===== src/rtl/buffer_reader_if.sv =====
// buffer_reader_if
//   Output handshake of buffer_reader.
//   Signals:
//     out_valid  master -> slave  a word is presented on out_data/out_buf
//     out_ready  slave  -> master downstream can take the word
//     out_data   master -> slave  2-bit data of the emitted slot
//     out_buf    master -> slave  source buffer index (0 = buffer1 .. 3 = buffer4)
//   Handshake: a word transfers on a rising clk edge where out_valid and
//   out_ready are both high. Once out_valid rises it stays high, and
//   out_data/out_buf stay constant, until that transfer edge. out_ready may
//   toggle freely and has no effect while out_valid is low.
interface buffer_reader_if;
    logic       out_valid;
    logic       out_ready;
    logic [1:0] out_data;
    logic [1:0] out_buf;

    modport master (
        output out_valid,
        output out_data,
        output out_buf,
        input  out_ready
    );

    modport slave (
        input  out_valid,
        input  out_data,
        input  out_buf,
        output out_ready
    );
endinterface


===== src/rtl/buffer_reader.sv =====
// buffer_reader
//   Reads four packed slot buffers (slot = {data[1:0], valid}) round-robin.
//   Each tick taken in IDLE scans at most one buffer head per cycle and
//   emits the first unread valid slot on the out_if handshake.
//   The producer never clears slots, so a per-slot "consumed" flag is kept
//   here and is re-armed whenever the slot content changes.
//   Ports:
//     clk, rst           clock, synchronous active-high reset
//     tick               read request, only looked at in IDLE
//     buffer1_i..4_i     packed buffers, slot k at [ENTRY_W*k +: ENTRY_W]
//     out_if (master)    out_valid/out_ready/out_data/out_buf
//     out_count          accepted word count, saturating
//     busy               high while not IDLE
//     dbg_state          current FSM state (IDLE=0, SCAN=1, HOLD=2)
module buffer_reader #(
    parameter int DEPTH   = 6,
    parameter int ENTRY_W = 3,
    parameter int CNT_W   = 8
) (
    input  logic                     clk,
    input  logic                     rst,
    input  logic                     tick,
    input  logic [DEPTH*ENTRY_W-1:0] buffer1_i,
    input  logic [DEPTH*ENTRY_W-1:0] buffer2_i,
    input  logic [DEPTH*ENTRY_W-1:0] buffer3_i,
    input  logic [DEPTH*ENTRY_W-1:0] buffer4_i,
    buffer_reader_if.master          out_if,
    output logic [CNT_W-1:0]         out_count,
    output logic                     busy,
    output logic [1:0]               dbg_state
);
    localparam int PTR_W = $clog2(DEPTH);
    localparam int BUF_W = DEPTH * ENTRY_W;

    typedef enum logic [1:0] {
        IDLE = 2'd0,
        SCAN = 2'd1,
        HOLD = 2'd2
    } state_e;

    state_e           state_q, state_d;
    logic [1:0]       cur_buf_q, cur_buf_d;
    logic [1:0]       scan_cnt_q, scan_cnt_d;
    logic [PTR_W-1:0] rd_ptr_q [4];
    logic [PTR_W-1:0] rd_ptr_d [4];
    logic [DEPTH-1:0] consumed_q [4];
    logic [DEPTH-1:0] consumed_d [4];
    logic [BUF_W-1:0] prev_q [4];
    logic [BUF_W-1:0] prev_d [4];
    logic             out_valid_q, out_valid_d;
    logic [1:0]       out_data_q, out_data_d;
    logic [1:0]       out_buf_q, out_buf_d;
    logic [CNT_W-1:0] out_count_q, out_count_d;

    logic [BUF_W-1:0]   bufs [4];
    logic [PTR_W-1:0]   cur_ptr;
    logic [ENTRY_W-1:0] head;
    logic               head_ready;

    assign bufs[0] = buffer1_i;
    assign bufs[1] = buffer2_i;
    assign bufs[2] = buffer3_i;
    assign bufs[3] = buffer4_i;

    assign cur_ptr    = rd_ptr_q[cur_buf_q];
    assign head       = bufs[cur_buf_q][ENTRY_W*cur_ptr +: ENTRY_W];
    assign head_ready = head[0] & ~consumed_q[cur_buf_q][cur_ptr];

    always_comb begin
        state_d     = state_q;
        cur_buf_d   = cur_buf_q;
        scan_cnt_d  = scan_cnt_q;
        rd_ptr_d    = rd_ptr_q;
        consumed_d  = consumed_q;
        prev_d      = bufs;
        out_valid_d = out_valid_q;
        out_data_d  = out_data_q;
        out_buf_d   = out_buf_q;
        out_count_d = out_count_q;

        // A changed slot is new content and becomes readable again.
        for (int b = 0; b < 4; b++) begin
            for (int k = 0; k < DEPTH; k++) begin
                if (bufs[b][ENTRY_W*k +: ENTRY_W] != prev_q[b][ENTRY_W*k +: ENTRY_W]) begin
                    consumed_d[b][k] = 1'b0;
                end
            end
        end

        case (state_q)
            IDLE: begin
                if (tick) begin
                    state_d    = SCAN;
                    scan_cnt_d = 2'd0;
                end
            end
            SCAN: begin
                cur_buf_d = cur_buf_q + 2'd1;
                if (head_ready) begin
                    // Written after the change loop: consuming the slot this
                    // cycle overrides a same-cycle re-arm, since the word
                    // being emitted is the new content.
                    consumed_d[cur_buf_q][cur_ptr] = 1'b1;
                    rd_ptr_d[cur_buf_q] = (cur_ptr == PTR_W'(DEPTH - 1)) ? '0 : cur_ptr + 1'b1;
                    out_data_d  = head[2:1];
                    out_buf_d   = cur_buf_q;
                    out_valid_d = 1'b1;
                    state_d     = HOLD;
                end else begin
                    scan_cnt_d = scan_cnt_q + 2'd1;
                    // Fourth empty head in a row: every buffer was looked at.
                    if (scan_cnt_q == 2'd3) begin
                        state_d = IDLE;
                    end
                end
            end
            HOLD: begin
                if (out_if.out_ready) begin
                    out_valid_d = 1'b0;
                    if (out_count_q != {CNT_W{1'b1}}) begin
                        out_count_d = out_count_q + 1'b1;
                    end
                    state_d = IDLE;
                end
            end
            default: state_d = IDLE;
        endcase
    end

    always_ff @(posedge clk) begin
        if (rst) begin
            state_q     <= IDLE;
            cur_buf_q   <= 2'd0;
            scan_cnt_q  <= 2'd0;
            out_valid_q <= 1'b0;
            out_data_q  <= 2'd0;
            out_buf_q   <= 2'd0;
            out_count_q <= '0;
            for (int b = 0; b < 4; b++) begin
                rd_ptr_q[b]   <= '0;
                consumed_q[b] <= '0;
                prev_q[b]     <= '0;
            end
        end else begin
            state_q     <= state_d;
            cur_buf_q   <= cur_buf_d;
            scan_cnt_q  <= scan_cnt_d;
            out_valid_q <= out_valid_d;
            out_data_q  <= out_data_d;
            out_buf_q   <= out_buf_d;
            out_count_q <= out_count_d;
            rd_ptr_q    <= rd_ptr_d;
            consumed_q  <= consumed_d;
            prev_q      <= prev_d;
        end
    end

    assign out_if.out_valid = out_valid_q;
    assign out_if.out_data  = out_data_q;
    assign out_if.out_buf   = out_buf_q;
    assign out_count        = out_count_q;
    assign busy             = (state_q != IDLE);
    assign dbg_state        = state_q;
endmodule


===== src/flat_wrapper.sv =====
// flat-port wrapper written by rule: the top's interface ports become plain ports
module buffer_reader_flat 
#(
    parameter int DEPTH   = 6,
    parameter int ENTRY_W = 3,
    parameter int CNT_W   = 8
)
  (clk, rst, tick, buffer1_i, buffer2_i, buffer3_i, buffer4_i, out_count, busy, dbg_state, out_if_out_valid, out_if_out_data, out_if_out_buf, out_if_out_ready);
  buffer_reader_if out_if_i ();
  input  logic clk;
  input  logic rst;
  input  logic tick;
  input  logic [DEPTH*ENTRY_W-1:0] buffer1_i;
  input  logic [DEPTH*ENTRY_W-1:0] buffer2_i;
  input  logic [DEPTH*ENTRY_W-1:0] buffer3_i;
  input  logic [DEPTH*ENTRY_W-1:0] buffer4_i;
  output logic [CNT_W-1:0] out_count;
  output logic busy;
  output logic [1:0] dbg_state;
  output wire logic [$bits(out_if_i.out_valid)-1:0] out_if_out_valid;
  output wire logic [$bits(out_if_i.out_data)-1:0] out_if_out_data;
  output wire logic [$bits(out_if_i.out_buf)-1:0] out_if_out_buf;
  input wire logic [$bits(out_if_i.out_ready)-1:0] out_if_out_ready;
  assign out_if_out_valid = out_if_i.out_valid;
  assign out_if_out_data = out_if_i.out_data;
  assign out_if_out_buf = out_if_i.out_buf;
  assign out_if_i.out_ready = out_if_out_ready;
  buffer_reader #(.DEPTH(DEPTH), .ENTRY_W(ENTRY_W), .CNT_W(CNT_W)) u_core (.clk(clk), .rst(rst), .tick(tick), .buffer1_i(buffer1_i), .buffer2_i(buffer2_i), .buffer3_i(buffer3_i), .buffer4_i(buffer4_i), .out_if(out_if_i), .out_count(out_count), .busy(busy), .dbg_state(dbg_state));
endmodule

===== config.mk =====
export PLATFORM = sky130hd
export DESIGN_NAME = buffer_reader_flat
export DESIGN_NICKNAME = d
export VERILOG_FILES = /design/src/rtl/buffer_reader_if.sv /design/src/rtl/buffer_reader.sv /design/src/flat_wrapper.sv
export SDC_FILE = /design/constraint.sdc
export NUM_CORES = 1
export LEC_CHECK = 0
export CAP_MARGIN = 20
export CORE_AREA = 3 3 125 127
export CTS_BUF_LIST = sky130_fd_sc_hd__clkbuf_8
export DETAILED_ROUTE_END_ITERATION = 7
export DIE_AREA = 0 0 128 130
export SYNTH_ARGS = -nofsm -noshare
export SYNTH_HDL_FRONTEND = slang
export SYNTH_SLANG_ARGS = --single-unit

===== constraint.sdc =====
create_clock -name clk -period 2.6 [get_ports clk]
set_clock_uncertainty 0.05 [all_clocks]
set_input_delay 0.78 -clock clk [delete_from_list [all_inputs] [get_ports clk]]
set_output_delay 0.78 -clock clk [all_outputs]
set_load 0.05 [all_outputs]

==> results list, run 1 <==
- Pin count of the biggest net entering global routing: 44
- Layout Area Growth over Synthesis: 36.5%
* Number of detailed-routing iterations run before antenna repair: 4
- Of the total synthesized cell area, the portion taken by AND, OR, NAND and NOR gates is 0.190.
* Critical Path End: u_core.scan_cnt_q[1]$_SDFFE_PP0P_
* Number of global-route vias before repair: 4,603
- In this run, synthesis produced a sequential element count of 127.
- The cell sitting at the root of the clock tree is a clkbuf_8.
* Total negative setup slack: 0 ns
* Leakage Power: 3.10 nW
- Area of the die: 16,600 sq um
- Initial core utilization: 0.402
* Most used standard cells in the synthesized netlist: dfxtp_1 (127), nor2b_1 (73), xnor2_1 (42)
* Violation count after the first detailed-routing iteration: 203
* Die span in x: 128 microns
- FP Rows: 44
* Final WL: 14,800 microns
* Post-synthesis cell area: 5840 sq um
- Maximum root-to-sink buffer count: 2
* Top_reg_cell synth: dfxtp_1
* Nature of the critical path startpoint: input port
* Number of levels in the clock H-tree: 4
* Mapped Cells: 534
- Post-Synth XOR/XNOR Area: 0.117
* Count of buffers added by post-CTS timing repair for setup: 0
- Worst skew pair latency: 0.44 ns
* Per-instance average area after synthesis: 10.9 sq um
* Transition at the pin with the smallest max-transition slack: 0.522 ns
* Fraction of the core area covered by cells at the end of the flow: 0.549
- WS Path Type: input port to flop
- Synthesis produced a netlist with a net count of 616.
* Warning count from the yosys run: 0
- Worst R2R Setup Slack: 0.08 ns
* Data arrival time of the critical path: 2.82 ns
- Fmax achieved: 393 MHz
- Of the total synthesized cell area, the portion taken by full adders, half adders and majority gates is 0.0128.
- I/O pin cnt: 92
- The max-slew violation total from the final report is 0.
- Antenna violations before repair: 0
- Final min period: 2.55 ns
- Worst Setup End Kind: flop
- Count of flip-flops with a built-in enable after synthesis: 0
* Tot Pwr: 4.88 mW
- Counting flops with an async set or reset pin after synthesis yields a share of 0.
- The first global-routing pass estimated 23,600 microns of wire.
- The final number of hold-violating endpoints was 0.
* Sequential area share after synthesis: 0.435
* Proportion of synthesized area in mux cells: 0.159
* Total clock buffers created by CTS: 17
- After synthesis, the cell types taking the most area are dfxtp_1 (44%), mux4_2 (10%), nor2b_1 (7.8%), xnor2_1 (6.3%), xor2_1 (5.4%).
- Summed over all layers, the global routing overflow is 0.
- Beginning of the critical path: buffer3_i[12]
* Top-area cell type share of the netlist area: 0.435
- Counting every sink on the clock net gives 127.
* Cell type with the largest total area after synthesis: dfxtp_1
- Counting tap cells, the placed design contains a total of 865 instances.
- After floorplanning, the core was sized to cover 14,500 sq um.
* ANT cells: 0
- Routability-driven placement finished with a final weighted congestion of 0.856.
* Mean number of vias per cell: 4.89
- Clock-pin slew on the worst setup and hold paths: 0.07 ns
- Across the VDD grid, the largest voltage drop is 0.350 mV.
- In this run the critical register-to-register path is captured at u_core.out_if.out_data[0]$_SDFFE_PP0N_.
* Number of standard cells in the final layout excluding fillers: 897
* Endpoints failing setup: 0
- Setup repair after global routing could not meet its margin everywhere.
- Via count: 4,388
- Worst reg2reg path depth: 8
- Tot GR Track Use: 0.185
- The worst pin sits at a relative slew slack of 0.651.
* Result of the run: finished clean
* Max-cap check violation count: 0
- Number of input and output port buffers inserted: 91
- Once detail routing completed, the nets flagged for antenna violations numbered 0.
- Type of the most critical hold path: flop to flop
* Fin Hold WS: 0.435 ns
- Most common cell in the netlist: dfxtp_1
* Compound-gate portion of the synthesized area: 0.0593
* Main combinational cell family by area after synthesis: simple AND/OR/NAND/NOR gates
* Layout cell share with drive strength beyond 1: 0.229
- Chip height: 130 microns
- In this run, distinct cell masters in the synthesized netlist total 41.
* CTS tree: yes
* CP max FO: 7
- Fill cells in the final layout number 1,288.
- Data on the critical path is required at its endpoint by 2.87 ns.
* Remaining design rule violation count: 0
- Reg2Reg Launch Point: u_core.cur_buf_q[0]$_SDFFE_PP0N_
- After the last flow step, the layout net total stands at 782.
- HPWL after detailed placement: 11,200 microns
- Average wire length per cell after detail routing: 16.5 microns
- Power density over the cells: 612 nW/um^2
- Period utilisation layout: 0.980
## flip-flops by register name (all words and copies together) (netlist names)
register	flops
u_core.prev_q	72
u_core.consumed_q	24
u_core.rd_ptr_q	12
u_core.out_count	8
u_core.cur_buf_q	2
u_core.dbg_state	2
u_core.out_if.out_buf	2
u_core.out_if.out_data	2
u_core.scan_cnt_q	2
u_core.out_if.out_valid	1
## power by group
part / total [mW] / leakage [nW] / internal, mW / switching (mW)
sequential: 2.07 / 1.04 / 2.03 / 0.0495
combinational: 0.899 / 1.82 / 0.482 / 0.417
clock: 1.91 / 0.234 / 1.14 / 0.765
total: 4.88 / 3.10 / 3.65 / 1.23
## worst min-delay path by stage
stage	startpoint	to	slack [ns]	cells past startpoint
after CTS	u_core.rd_ptr_q[2]$_SDFFE_PP0P_	u_core.rd_ptr_q[2]$_SDFFE_PP0P_	0.43	2
final	u_core.rd_ptr_q[1]$_SDFFE_PP0P_	u_core.rd_ptr_q[1]$_SDFFE_PP0P_	0.43	2
after global placement	u_core.rd_ptr_q[4]$_SDFFE_PP0P_	u_core.rd_ptr_q[4]$_SDFFE_PP0P_	0.41	2
after detailed placement	u_core.rd_ptr_q[1]$_SDFFE_PP0P_	u_core.rd_ptr_q[1]$_SDFFE_PP0P_	0.42	2
after floorplan	u_core.rd_ptr_q[5]$_SDFFE_PP0P_	u_core.rd_ptr_q[5]$_SDFFE_PP0P_	0.40	2
after global routing	u_core.rd_ptr_q[2]$_SDFFE_PP0P_	u_core.rd_ptr_q[2]$_SDFFE_PP0P_	0.46	2
## cell usage in the layout (no fill, tap or decap), drive strengths merged, types with 2 or more instances in the layout
cell type	synthesis	layout
dfxtp	127	127
clkdlybuf4s50	0	86
buf	11	84
nor2b	73	73
xnor2	42	42
xor2	36	36
mux4	27	27
mux2i	27	27
nand3	26	26
clkbuf	15	21
o21ai	20	20
nand2	17	17
nor3b	17	17
nand2b	15	15
nor2	12	12
a21oi	10	10
o32ai	10	10
inv	6	8
nand3b	8	8
ha	6	6
or2	4	4
bufinv	0	4
mux2	4	4
nor3	4	4
clkinv	0	4
nand4	3	3
or3	2	2
o22ai	2	2
dlymetal6s2s	0	2
a22oi	2	2
## repair_timing
| action | 4_1_cts | 5_1_grt |
|---|---|---|
| gates resized for setup | 5 | 8 |
| endpoints found under the setup margin | 16 | 35 |
| pin swaps | 1 | 1 |
| hold endpoints to repair | 0 | 0 |
| hold buffers | 0 | 0 |
## critical path, cell delays in order
cell and delay [ns]:
clkdlybuf4s50_1 0.43, mux4_2 0.51, mux2i_2 0.25, o32ai_2 0.14, o211a_4 0.31, a211oi_2 0.28
o32ai_1 0.11
## metal layers
metal / part of all wire / track usage / up-vias
met2: 0.49 / 0.308 / 83
met5: 0 / 0 / -
met3: 0.042 / 0.0516 / 10
met4: 0.011 / 0.0543 / 0
met1: 0.46 / 0.237 / 2091
li1: - / - / 2204
## metrics by stage
stage | setup WS, ns | instance area (sq um)
final | 0.0526 | 7980
after global routing | -0.0333 | 7980
after CTS | 0.000804 | 7950
after detailed placement | -0.453 | 7480
after global placement | -0.440 | 7480
after floorplan | 0.226 | 5840
## layout make-up
type | instances | area [sq um] | share of cell area
Clock buffer | 21 | 289 | 0.0362
Clock inverter | 11 | 163 | 0.0204
Inverter | 6 | 22.5 | 0.00282
Multi-Input combinational cell | 375 | 3170 | 0.397
Sequential cell | 127 | 2550 | 0.319
Tap cell | 184 | 230 | 0.0288
Timing Repair Buffer | 173 | 1560 | 0.195
## logic make-up (layout without fill, tap and decap cells)
kind of cell / after synthesis / in the layout
AND/OR/NAND/NOR: 182 / 182
flip-flops: 127 / 127
XOR/XNOR: 78 / 78
multiplexers: 58 / 58
AO/OA/AOI/OAI: 51 / 51
buffers and inverters: 32 / 211
adder cells (fa/ha/maj): 6 / 6
No activity file was read; power rests on OpenSTA's default activity.
==> run 2: changes to the inputs <==
--- a/config.mk
+++ b/config.mk
@@ -10,6 +10,7 @@
 export CTS_BUF_LIST = sky130_fd_sc_hd__clkbuf_8
 export DETAILED_ROUTE_END_ITERATION = 7
 export DIE_AREA = 0 0 128 130
+export RECOVER_POWER = 25
 export SYNTH_ARGS = -nofsm -noshare
 export SYNTH_HDL_FRONTEND = slang
 export SYNTH_SLANG_ARGS = --single-unit
==> results list, run 2 (synthesized netlist as in run 1, its figures left out) <==
- The run finished, with violations left.
- Failing checks: max-capacitance violations, max-slew violations
- Violation count after the first detailed-routing iteration: 177 (-13%)
* Min-Delay Startpoint: u_core.rd_ptr_q[1]$_SDFFE_PP0P_
* GRT Residual Overflow: 0 (unchanged)
* Top register by number of flip-flops: u_core.prev_q
- Power density over the cells: 612 nW/um^2 (about the same)
- Setup repair after global routing could not meet its margin everywhere.
- Worst supply voltage drop on vdd: 0.350 mV (about the same)
* Mean number of vias per cell: 4.88 (-0.23%)
- Sw power: 1.23 mW (about the same)
- The half-perimeter wire length of the detailed placement result is 11,200 microns (unchanged).
* Tot GR Track Use: 0.185 (unchanged)
- The maximum level of the CTS H-tree is 4 (unchanged).
- Average wire length per cell after detail routing: 16.5 microns (+0.12%)
- Layout Area Growth over Synthesis: 36.5% (about the same)
* Worst R2R Setup Slack: 0.08 ns (about the same)
- The post-layout minimum cycle time was 2.55 ns (+0.00217 ns).
- CP Data Required Time: 2.87 ns (about the same)
- Switching Fraction: 0.253 (about the same)
* Beginning of the critical path: buffer3_i[12]
* CP max FO: 7 (unchanged)
- The count of maximum capacitance violations came to 1 (+1).
* Hold Vio Cnt, Final: 0 (unchanged)
* Via count: 4,378 (-0.23%)
* Number of input and output port buffers inserted: 91 (unchanged)
- Largest regs: u_core.prev_q: 72 flops, u_core.consumed_q: 24 flops, u_core.rd_ptr_q: 12 flops
- The worst setup slack before clock tree synthesis came to -0.453 ns (unchanged).
- Post-layout net count: 782 (unchanged)
- The share of cells above drive strength 1 is 0.227 (-0.00140).
- Endpoints failing setup: 0 (unchanged)
* Period utilisation layout: 0.981 (about the same)
- Transition at the pin with the smallest max-transition slack: 1.64 ns (+1.12 ns)
- Count of buffers added by post-CTS timing repair for setup: 0 (unchanged)
- The number of CTS-inserted buffers was 17 (unchanged).
- Worst slew slack as a fraction of its limit: -0.0920 (-0.743)
- Worst reg2reg path depth: 8 (unchanged)
- Final WL: 14,800 microns (+0.12%)
* Worst Setup End Kind: flop
- STA classifies the critical path startpoint as an input port.
* Tot Pwr: 4.88 mW (about the same)
- Final antenna-violating net count: 0 (unchanged)
* Worst skew pair latency: 0.44 ns (about the same)
- Clock net sink count: 127 (unchanged)
* Buffer cell driving the clock tree root: clkbuf_8
- Final critical-path setup slack: 0.0504 ns (-0.00217 ns)
- TritonCTS built the clock tree.
* Cell internal power dissipation: 3.65 mW (about the same)
- The max-slew violation total from the final report came to 32 (+32).
- Clock-pin slew on the worst setup and hold paths: 0.07 ns (about the same)
- Maximum root-to-sink buffer count: 2 (unchanged)
* Leakage Power: 3.09 nW (-0.11%)
- The initial core utilization came to 0.402 (unchanged).
- Clock network power share: 0.391 (about the same)
- The via count of the first global-routing pass is 4,603 (unchanged).
* Number of standard cells in the final layout excluding fillers: 897 (unchanged)
- Leaving out fill and tap cells, the most frequent cell in the layout is dfxtp_1.
* Total core area: 14,500 sq um (unchanged)
- The arrival time at the worst endpoint is 2.82 ns (about the same).
* WS Path Type: input port to flop
- Remaining design rule violation count: 0 (unchanged)
* Pin count of the biggest net entering global routing: 44 (unchanged)
* Number of flip-flops under the largest register name: 72 (unchanged)
- In the layout the commonest cells are dfxtp_1 (126), clkdlybuf4s50_1 (85), buf_4 (80).
- In this run the worst hold path is classified as flop to flop.
* I/O pin cnt: 92 (unchanged)
* Chip height: 130 microns (unchanged)
- The worst register-to-register path begins at u_core.cur_buf_q[0]$_SDFFE_PP0N_.
- The initial antenna violation count was 0 (unchanged).
- The register share of total power is 0.425 (about the same).
- The global placer's final weighted congestion is 0.856 (unchanged).
- Critical Path End: u_core.scan_cnt_q[1]$_SDFFE_PP0P_
- The cell count after placement was 865 (unchanged).
- The number of iterations in the first detailed-routing pass was 4 (unchanged).
- Die span in x: 128 microns (unchanged)
- The share of total power in combinational logic was 0.184 (about the same).
* Total negative setup slack: 0 ns (unchanged)
- Area of the die: 16,600 sq um (unchanged)
* Reg-to-reg endpoint: u_core.out_if.out_data[0]$_SDFFE_PP0N_
- The number of antenna repair diodes came to 0 (unchanged).
* FP Rows: 44 (unchanged)
- The wire length of the first global-routing pass is 23,600 microns (unchanged).
- Fmax achieved: 392 MHz (about the same)
## run 2: layout make-up
| type | instances | area, sq um |
|---|---|---|
| Fill cell | 1288 | 6560 |
| Multi-Input combinational cell | 375 | 3170 |
| Tap cell | 184 | 230 |
| Sequential cell | 127 | 2550 |
| Timing Repair Buffer | 173 | 1550 |
| Clock buffer | 21 | 289 |
| Inverter | 6 | 22.5 |
| Clock inverter | 11 | 163 |
## run 2: what timing repair did
item	CTS	global route
pin swaps	1	1
setup endpoints to repair	16	35
gates resized for setup	5	8
cloned	0	0
hold buffers	0	0
hold endpoints to repair	0	0
## run 2: power by group through the flow
stage               Sequential (mW)  Clock (mW)  Combinational (mW)
CTS                            2.07        1.95               0.900
global placement               2.12           0               0.884
detailed placement             2.12           0               0.890
finish                         2.07        1.91               0.899
floorplan                      2.14           0               0.471
global route                   2.08        2.04               0.972
## run 2: worst min-delay path by stage
stage | to | slack (ns) | depth (start not counted)
after floorplan | u_core.rd_ptr_q[5]$_SDFFE_PP0P_ | 0.40 | 2
after global placement | u_core.rd_ptr_q[4]$_SDFFE_PP0P_ | 0.41 | 2
after detailed placement | u_core.rd_ptr_q[1]$_SDFFE_PP0P_ | 0.42 | 2
after CTS | u_core.rd_ptr_q[2]$_SDFFE_PP0P_ | 0.43 | 2
after global routing | u_core.rd_ptr_q[2]$_SDFFE_PP0P_ | 0.46 | 2
final | u_core.rd_ptr_q[1]$_SDFFE_PP0P_ | 0.43 | 2
## run 2: worst max-delay path, stage by stage
cell,delay (ns)
clkdlybuf4s50_1,0.43
mux4_2,0.51
mux2i_2,0.25
o32ai_2,0.14
o211a_4,0.31
a211oi_2,0.28
o32ai_1,0.11
## run 2: per-layer routing
| metal | up-vias | wire [microns] | track usage |
|---|---|---|---|
| met2 | 84 | 7130 | 0.308 |
| met3 | 11 | 667 | 0.0516 |
| met1 | 2081 | 6830 | 0.237 |
| li1 | 2202 | - | - |
| met4 | 0 | 167 | 0.0543 |
| met5 | - | 0 | 0 |
## run 2: per-stage QoR
stage,utilization,hold slack (ns),cell area [sq um]
after floorplan,-,0.399,5840
after CTS,0.547,0.433,7950
after global placement,0.515,0.407,7480
final,0.549,0.435,7980
after global routing,0.549,0.455,7980
after detailed placement,0.515,0.420,7480
